### config.mk
export PLATFORM = sky130hd
export DESIGN_NAME = eu
export DESIGN_NICKNAME = d
export VERILOG_FILES = /design/src/rtl/eu.sv
export SDC_FILE = /design/constraint.sdc
export NUM_CORES = 1
export LEC_CHECK = 0
export CORE_MARGIN = 1.5
export CORE_UTILIZATION = 50
export CTS_CLUSTER_DIAMETER = 30
export CTS_CLUSTER_SIZE = 12
export DETAILED_ROUTE_END_ITERATION = 10
export GPL_ROUTABILITY_DRIVEN = 1
export PLACE_DENSITY_LB_ADDON = 0.2
export SLEW_MARGIN = 20
export SYNTH_ARGS = -nofsm -noshare
export SYNTH_HDL_FRONTEND = slang
export SYNTH_SLANG_ARGS = --single-unit
### constraint.sdc
create_clock -name clk -period 107.9 [get_ports clk]
set_input_delay 26.975 -clock clk [delete_from_list [all_inputs] [get_ports clk]]
set_output_delay 26.975 -clock clk [all_outputs]
set_load 0.02 [all_outputs]
### src/rtl/eu.sv
// Execution unit: one add/sub/mul/div result per cycle, written into a 16-entry register file.
// All arithmetic is single-cycle combinational; the register file is the only state.
module eu (
  input  logic        clk,
  input  logic        rst,
  input  logic [15:0] A,
  input  logic [15:0] B,
  input  logic        Ci,
  input  logic [1:0]  f0,
  input  logic [3:0]  rd,
  output logic [15:0] x0,
  output logic [15:0] x1,
  output logic [15:0] x2,
  output logic [15:0] x3,
  output logic [15:0] x4,
  output logic [15:0] x5,
  output logic [15:0] x6,
  output logic [15:0] x7,
  output logic [15:0] x8,
  output logic [15:0] x9,
  output logic [15:0] x10,
  output logic [15:0] x11,
  output logic [15:0] x12,
  output logic [15:0] x13,
  output logic [15:0] x14,
  output logic [15:0] x15
);

  typedef enum logic [1:0] {
    FnAdd = 2'b00,
    FnSub = 2'b01,
    FnMul = 2'b10,
    FnDiv = 2'b11
  } fn_e;

  logic [15:0] regs_q [16];
  logic [15:0] y;
  logic [15:0] ci_ext;
  logic [15:0] a_lo;
  logic [15:0] b_lo;

  assign ci_ext = {15'b0, Ci};
  assign a_lo   = {8'b0, A[7:0]};
  assign b_lo   = {8'b0, B[7:0]};

  always_comb begin
    y = '0;
    unique case (fn_e'(f0))
      FnAdd: y = A + B + ci_ext;
      FnSub: y = A - B - ci_ext;
      // 8x8 product always fits in 16 bits
      FnMul: y = a_lo * b_lo;
      FnDiv: y = (B == 16'h0000) ? 16'hFFFF : A / B;
      default: y = '0;
    endcase
  end

  always_ff @(posedge clk) begin
    if (rst) begin
      for (int i = 0; i < 16; i++) begin
        regs_q[i] <= '0;
      end
    end else begin
      regs_q[rd] <= y;
    end
  end

  assign x0  = regs_q[0];
  assign x1  = regs_q[1];
  assign x2  = regs_q[2];
  assign x3  = regs_q[3];
  assign x4  = regs_q[4];
  assign x5  = regs_q[5];
  assign x6  = regs_q[6];
  assign x7  = regs_q[7];
  assign x8  = regs_q[8];
  assign x9  = regs_q[9];
  assign x10 = regs_q[10];
  assign x11 = regs_q[11];
  assign x12 = regs_q[12];
  assign x13 = regs_q[13];
  assign x14 = regs_q[14];
  assign x15 = regs_q[15];

endmodule

Word level (Yosys, flattened, before mapping):

Memory sizes are Yosys's and may differ from the RTL's.
Cells that the tools add are included.
Widths: inputs -> output; s select.

* logic and storage cells: 21
* latch bits: 0
* memory bits (read-only): 0
* register bits: 0
* RAM bits: 256
* output and inout port bits: 256
* memories kept: 1

* $add $sub $neg: 4
* eq/ne operators: 3
* bitwise logic cells: 0
* shift-type cells: 0
* multipliers: 1
* div/mod/pow operators: 1
* magnitude comparators: 0
* reductions and logical operators: 3
* muxes and demuxes: 8

Memories
* regs_q: words 16, width 16, rd ports 16, clocked after memory_dff 0, write ports 16, line 36 `logic [15:0] regs_q [16];`

Operator list (number)
* $pmux 16 s4: 1
* $mux 16: 2
* $add 16x1->16: 1
* $add 16x16->16: 1
* $div 16x16->16: 1
* $logic_not 16->1: 1
* $mul 8x8->16: 1
* $reduce_or 16->1: 1
* $sub 16x1->16: 1
* $sub 16x16->16: 1
* $eq 2x2->1 const B: 2
* $mux 1: 4
* $mux 4: 1
* $eq 2x1->1 const B: 1
* $logic_not 2->1: 1

Depth between registers and ports, before layout:

* depth in word-level cells: 4
* mapped depth: 138

Least setup slack after synthesis:

OpenSTA, ideal clock, no wires.

* kind: in2reg
* start point: in B[0]
* end point: mem regs_q[10][0], data pin
* library setup time: 0.270 ns
* cell stages on the path: 126
* arrival: 52.328 ns
* setup slack: 55.301 ns
* path buffers: 14
* data required time: 107.630 ns
* cells stage by stage: inv_1 -> ha_1 -> nor4b_1 -> nand4_1 -> nand2_1 -> o211ai_1 -> inv_1 -> ha_1 -> or3_1 -> nand3_1 -> nor3_1 -> nand2b_1 -> ha_1 -> o211ai_1 -> a21oi_1 -> nand2_1 -> mux2i_1 -> o21ai_0 -> [90 not listed] -> o21ai_0 -> ha_1 -> o21a_1 -> o2111ai_1 -> a21oi_1 -> a21oi_1 -> a2111oi_4 -> clkbuf_1 -> mux2_2 -> ha_1 -> a21o_1 -> a21o_1 -> a21o_1 -> a21oi_1 -> o211ai_1 -> nand3_1 -> clkbuf_1 -> a21oi_1

RTL lines
* start: declaration: line 7 `input logic [15:0] B,`
* end: declaration: line 36

==> impl_results.html <==
<table>
<tr><th>Metric</th><th>Value</th></tr>
<tr><th colspan="2">Outcome</th></tr>
<tr><td>Status</td><td>finished, final reports clean</td></tr>
<tr><th colspan="2">Setup path</th></tr>
<tr><td>Worst-path fanout max</td><td>22</td></tr>
<tr><td>Max incr delay on CP</td><td>between 0.8 and 0.9 ns</td></tr>
<tr><td>Critical path required time</td><td>about 110 ns</td></tr>
<tr><td>Endpoint class of the critical path</td><td>flop</td></tr>
<tr><td>Largest delay share family, worst path</td><td>compound AO/OA/AOI/OAI gates</td></tr>
<tr><td>Number of buffer and inverter stages on the critical path</td><td>9</td></tr>
<tr><td>Data arrival time of the critical path</td><td>~59 ns</td></tr>
<tr><td>Standard cell with the maximum stage delay on the critical path</td><td>nor2_1</td></tr>
<tr><td>Path type of the worst setup path</td><td>primary input to flop</td></tr>
<tr><td>Startpoint kind of the worst setup timing path</td><td>primary input</td></tr>
<tr><td>Critical Path Most Common Cell</td><td>ha_1</td></tr>
<tr><th colspan="2">Route</th></tr>
<tr><td>Via density per instance</td><td>between 6 and 7</td></tr>
<tr><td>Average routed wire per standard cell</td><td>23.7 um</td></tr>
<tr><td>Post-route antenna net violation count</td><td>0</td></tr>
<tr><td>Number of violations reported at the end of detailed-routing iteration 0</td><td>1528</td></tr>
<tr><td>Via count of the routed design</td><td>18.4k</td></tr>
<tr><td>Final WL</td><td>between 70000 and 80000 um</td></tr>
<tr><td>Number of iterations in the first detailed-routing pass</td><td>7</td></tr>
<tr><td>Total DRC errors in the routed layout</td><td>0</td></tr>
<tr><th colspan="2">Pwr</th></tr>
<tr><td>VDD IR-drop max</td><td>between 0.00001 and 0.000015 V</td></tr>
<tr><td>LEAKAGE</td><td>approximately 10 nW</td></tr>
<tr><td>Power per cell area</td><td>15.4 nW/um^2</td></tr>
<tr><th colspan="2">CTS</th></tr>
<tr><td>Library cell used as clock root buffer</td><td>clkbuf_16</td></tr>
<tr><td>H-Tree Depth</td><td>2</td></tr>
<tr><td>Setup Buffers After CTS</td><td>0</td></tr>
<tr><td>Total clock sinks</td><td>256</td></tr>
<tr><td>Bufs on Longest Clock Path</td><td>3</td></tr>
<tr><td>Count of instances resized after the clock tree is built</td><td>0</td></tr>
<tr><td>Quantity of hold-fixing buffers added after cts</td><td>0</td></tr>
<tr><td>TritonCTS Buffers</td><td>38</td></tr>
<tr><td>CTS tree</td><td>built</td></tr>
<tr><td>CTS clock-pin slew for the worst setup and hold paths</td><td>~0.05 ns</td></tr>
<tr><th colspan="2">Final layout</th></tr>
<tr><td>Largest registers</td><td>regs_q: 256 flops</td></tr>
<tr><td>Layout filler cell count</td><td>between 3k and 4k</td></tr>
<tr><td>Largest register FFs</td><td>256</td></tr>
<tr><td>Signed area change from the synthesized netlist to the final layout</td><td>23.7%</td></tr>
<tr><td>Most flops, register</td><td>regs_q</td></tr>
<tr><td>Total area of multi-input combinational cells</td><td>11800 um^2</td></tr>
<tr><td>Nets</td><td>~2.8k</td></tr>
<tr><td>Footprint of the flip-flops and latches</td><td>approximately 7700 um^2</td></tr>
<tr><td>Share of final-layout standard cells stronger than drive strength 1</td><td>between 6 and 7%</td></tr>
<tr><th colspan="2">Placement</th></tr>
<tr><td>Number of buffer cells added on primary ports</td><td>roughly 300</td></tr>
<tr><td>DP Wirelength</td><td>roughly 54000 um</td></tr>
<tr><td>Weighted congestion at the end of routability-driven global placement</td><td>slightly below 1</td></tr>
<tr><td>Dpl ws</td><td>approximately 49 ns</td></tr>
<tr><th colspan="2">STA</th></tr>
<tr><td>Fmax achieved</td><td>around 17 MHz</td></tr>
<tr><td>Setup TNS</td><td>0 ns</td></tr>
<tr><td>Max Transition Viols Final</td><td>0</td></tr>
<tr><td>Minimum period implied by the final worst setup slack</td><td>59.14 ns</td></tr>
<tr><td>Final Hold Vio Count</td><td>0</td></tr>
<tr><td>Total setup violations reported at the end of the flow</td><td>0</td></tr>
<tr><td>Share of the clock period used by the worst path</td><td>54.8%</td></tr>
<tr><td>Final worst slack</td><td>approximately 49 ns</td></tr>
<tr><td>Slew Limit Headroom</td><td>20.6%</td></tr>
<tr><td>Setup repair after global routing missed its margin</td><td>no</td></tr>
<tr><td>Transition time at the pin with the least slew margin</td><td>~1.2 ns</td></tr>
<tr><th colspan="2">Global routing</th></tr>
<tr><td>First-pass GRT wire length</td><td>105000 um</td></tr>
<tr><td>Total global-route track usage</td><td>around a third</td></tr>
<tr><td>Largest net degree at the start of global routing</td><td>30</td></tr>
<tr><td>Gr ovfl total</td><td>0</td></tr>
<tr><td>Number of global-route vias before repair</td><td>17.4k</td></tr>
<tr><td>Antenna violations before repair</td><td>2</td></tr>
<tr><th colspan="2">Floorplan</th></tr>
<tr><td>Horizontal die dimension</td><td>205 um</td></tr>
<tr><td>Cell Rows</td><td>73</td></tr>
<tr><td>Die H</td><td>just over 200 um</td></tr>
<tr><td>Die footprint</td><td>42000 um^2</td></tr>
<tr><td>IO Count</td><td>297</td></tr>
<tr><td>Initial standard-cell utilization of the core</td><td>roughly half</td></tr>
<tr><td>Core footprint</td><td>40000 um^2</td></tr>
<tr><th colspan="2">Synth</th></tr>
<tr><td>Synth cell types</td><td>95</td></tr>
<tr><td>Mapped Cells</td><td>between 2k and 2.5k</td></tr>
<tr><td>Leading register cell type out of synthesis</td><td>edfxtp_1</td></tr>
<tr><td>Synth warnings</td><td>0</td></tr>
<tr><td>Average size of a mapped cell</td><td>roughly 9.3 um^2</td></tr>
<tr><td>Count of state elements after synthesis</td><td>~260</td></tr>
<tr><td>Fraction of registers with async set or reset after synthesis</td><td>0%</td></tr>
<tr><td>EDFF count, synth</td><td>roughly 260</td></tr>
<tr><td>Register area share after synthesis</td><td>37.7%</td></tr>
<tr><td>Synthesized net count</td><td>between 2k and 2.5k</td></tr>
<tr><td>Netlist Area Pre-Place</td><td>~20000 um^2</td></tr>
<tr><th colspan="2">Worst hold path</th></tr>
<tr><td>Class of the worst hold path</td><td>primary input to flop</td></tr>
<tr><th colspan="2">Run</th></tr>
<tr><td>Count of maximum capacitance violations</td><td>0</td></tr>
</table>
final cells by class:
| cell class | instances | area share, % |
|---|---|---|
| inverter | 164 | 2.44 |
| antenna | 2 | 0.0198 |
| clock inverter | 28 | 1.33 |
| multi-input combinational | 1682 | 46.8 |
| timing repair buffer | 322 | 12.5 |
| tap | 525 | 2.60 |
| clock buffer | 41 | 3.81 |
| sequential | 256 | 30.4 |
power breakdown:
part	total (mW)	switching [mW]	leakage [nW]	internal (mW)
Combinational	0.148	0.0928	7.25	0.0548
Sequential	0.119	0.00245	2.47	0.117
Clock	0.123	0.0469	0.605	0.0759
cell usage after synthesis, types with 42 or more instances:
| cell | number | share of area [%] |
|---|---|---|
| a21o_1 | 45 | 1.7 |
| a21oi_1 | 141 | 3.5 |
| clkbuf_1 | 76 | 1.4 |
| edfxtp_1 | 256 | 38 |
| ha_1 | 218 | 13 |
| inv_1 | 161 | 3.0 |
| nand2_1 | 153 | 2.8 |
| nand3_1 | 42 | 1.0 |
| nor2_1 | 367 | 6.8 |
| nor3_1 | 73 | 1.8 |
| o21a_1 | 45 | 1.7 |
| o21ai_0 | 68 | 1.7 |
| xnor2_1 | 59 | 2.5 |
layer usage:
metal  part of all wire (%)  vias up  track usage [%]
met5                  0.011        -                0
met4                    4.0        2             13.5
met3                    8.0      167             5.33
met2                     48      922             57.5
met1                     40     8822             42.0
li1                       -     8460                -
per-stage QoR:
stage	hold WS [ns]	power [mW]	instance area [um^2]	util, %	instances
2_1_floorplan	27.39	0.212	20400	-	2191
3_3_place_gp	27.84	0.264	23900	59.9	2949
3_5_place_dp	27.85	0.265	23900	59.9	2949
4_1_cts	27.64	0.388	25200	63.1	3018
5_1_grt	27.70	0.406	25200	63.1	3018
6_report	27.67	0.390	25200	63.1	3020
worst paths after layout:
| path | start | to | slack (ns) | depth (start not counted) |
|---|---|---|---|---|
| max | B[15] | regs_q[15][0] | 48.76 | 115 |
| min | rd[3] | regs_q[13][15] | 27.67 | 2 |
cell families after synthesis:
family | count (synthesis) | synth area share (%)
flops | 256 | 37.7
buf+inv | 253 | 4.78
simple gates | 779 | 17.4
compound gates | 528 | 17.6
fa+ha+maj | 258 | 17.3
xor+xnor | 95 | 4.08
mux | 22 | 1.21
cells in the final DEF, fill, tap and decap left out, types with 8 or more instances in the layout:
| cell | n |
|---|---|
| o31a_1 | 10 |
| or3_1 | 27 |
| inv_1 | 161 |
| o21ai_0 | 68 |
| a211oi_1 | 13 |
| nor3_1 | 72 |
| mux2i_1 | 9 |
| nand2_1 | 153 |
| nor2b_1 | 20 |
| o211ai_1 | 29 |
| or2_2 | 10 |
| o22ai_1 | 8 |
| ha_1 | 218 |
| and2_1 | 8 |
| xnor2_1 | 59 |
| o21a_1 | 45 |
| fa_1 | 40 |
| a21boi_0 | 10 |
| and3_1 | 12 |
| a21o_1 | 45 |
| a21oi_1 | 138 |
| xor2_1 | 36 |
| nand3_1 | 42 |
| clkbuf_16 | 38 |
| o31ai_1 | 10 |
| a31oi_1 | 25 |
| clkdlybuf4s50_1 | 296 |
| buf_4 | 26 |
| edfxtp_1 | 256 |
| clkinvlp_4 | 8 |
| nor2_1 | 367 |
| o21ai_1 | 16 |
| nand2b_1 | 16 |
| o21bai_1 | 8 |
| mux2_2 | 12 |
| a31o_2 | 8 |
| nand4_1 | 8 |
No activity file was read; power rests on OpenSTA's default activity.
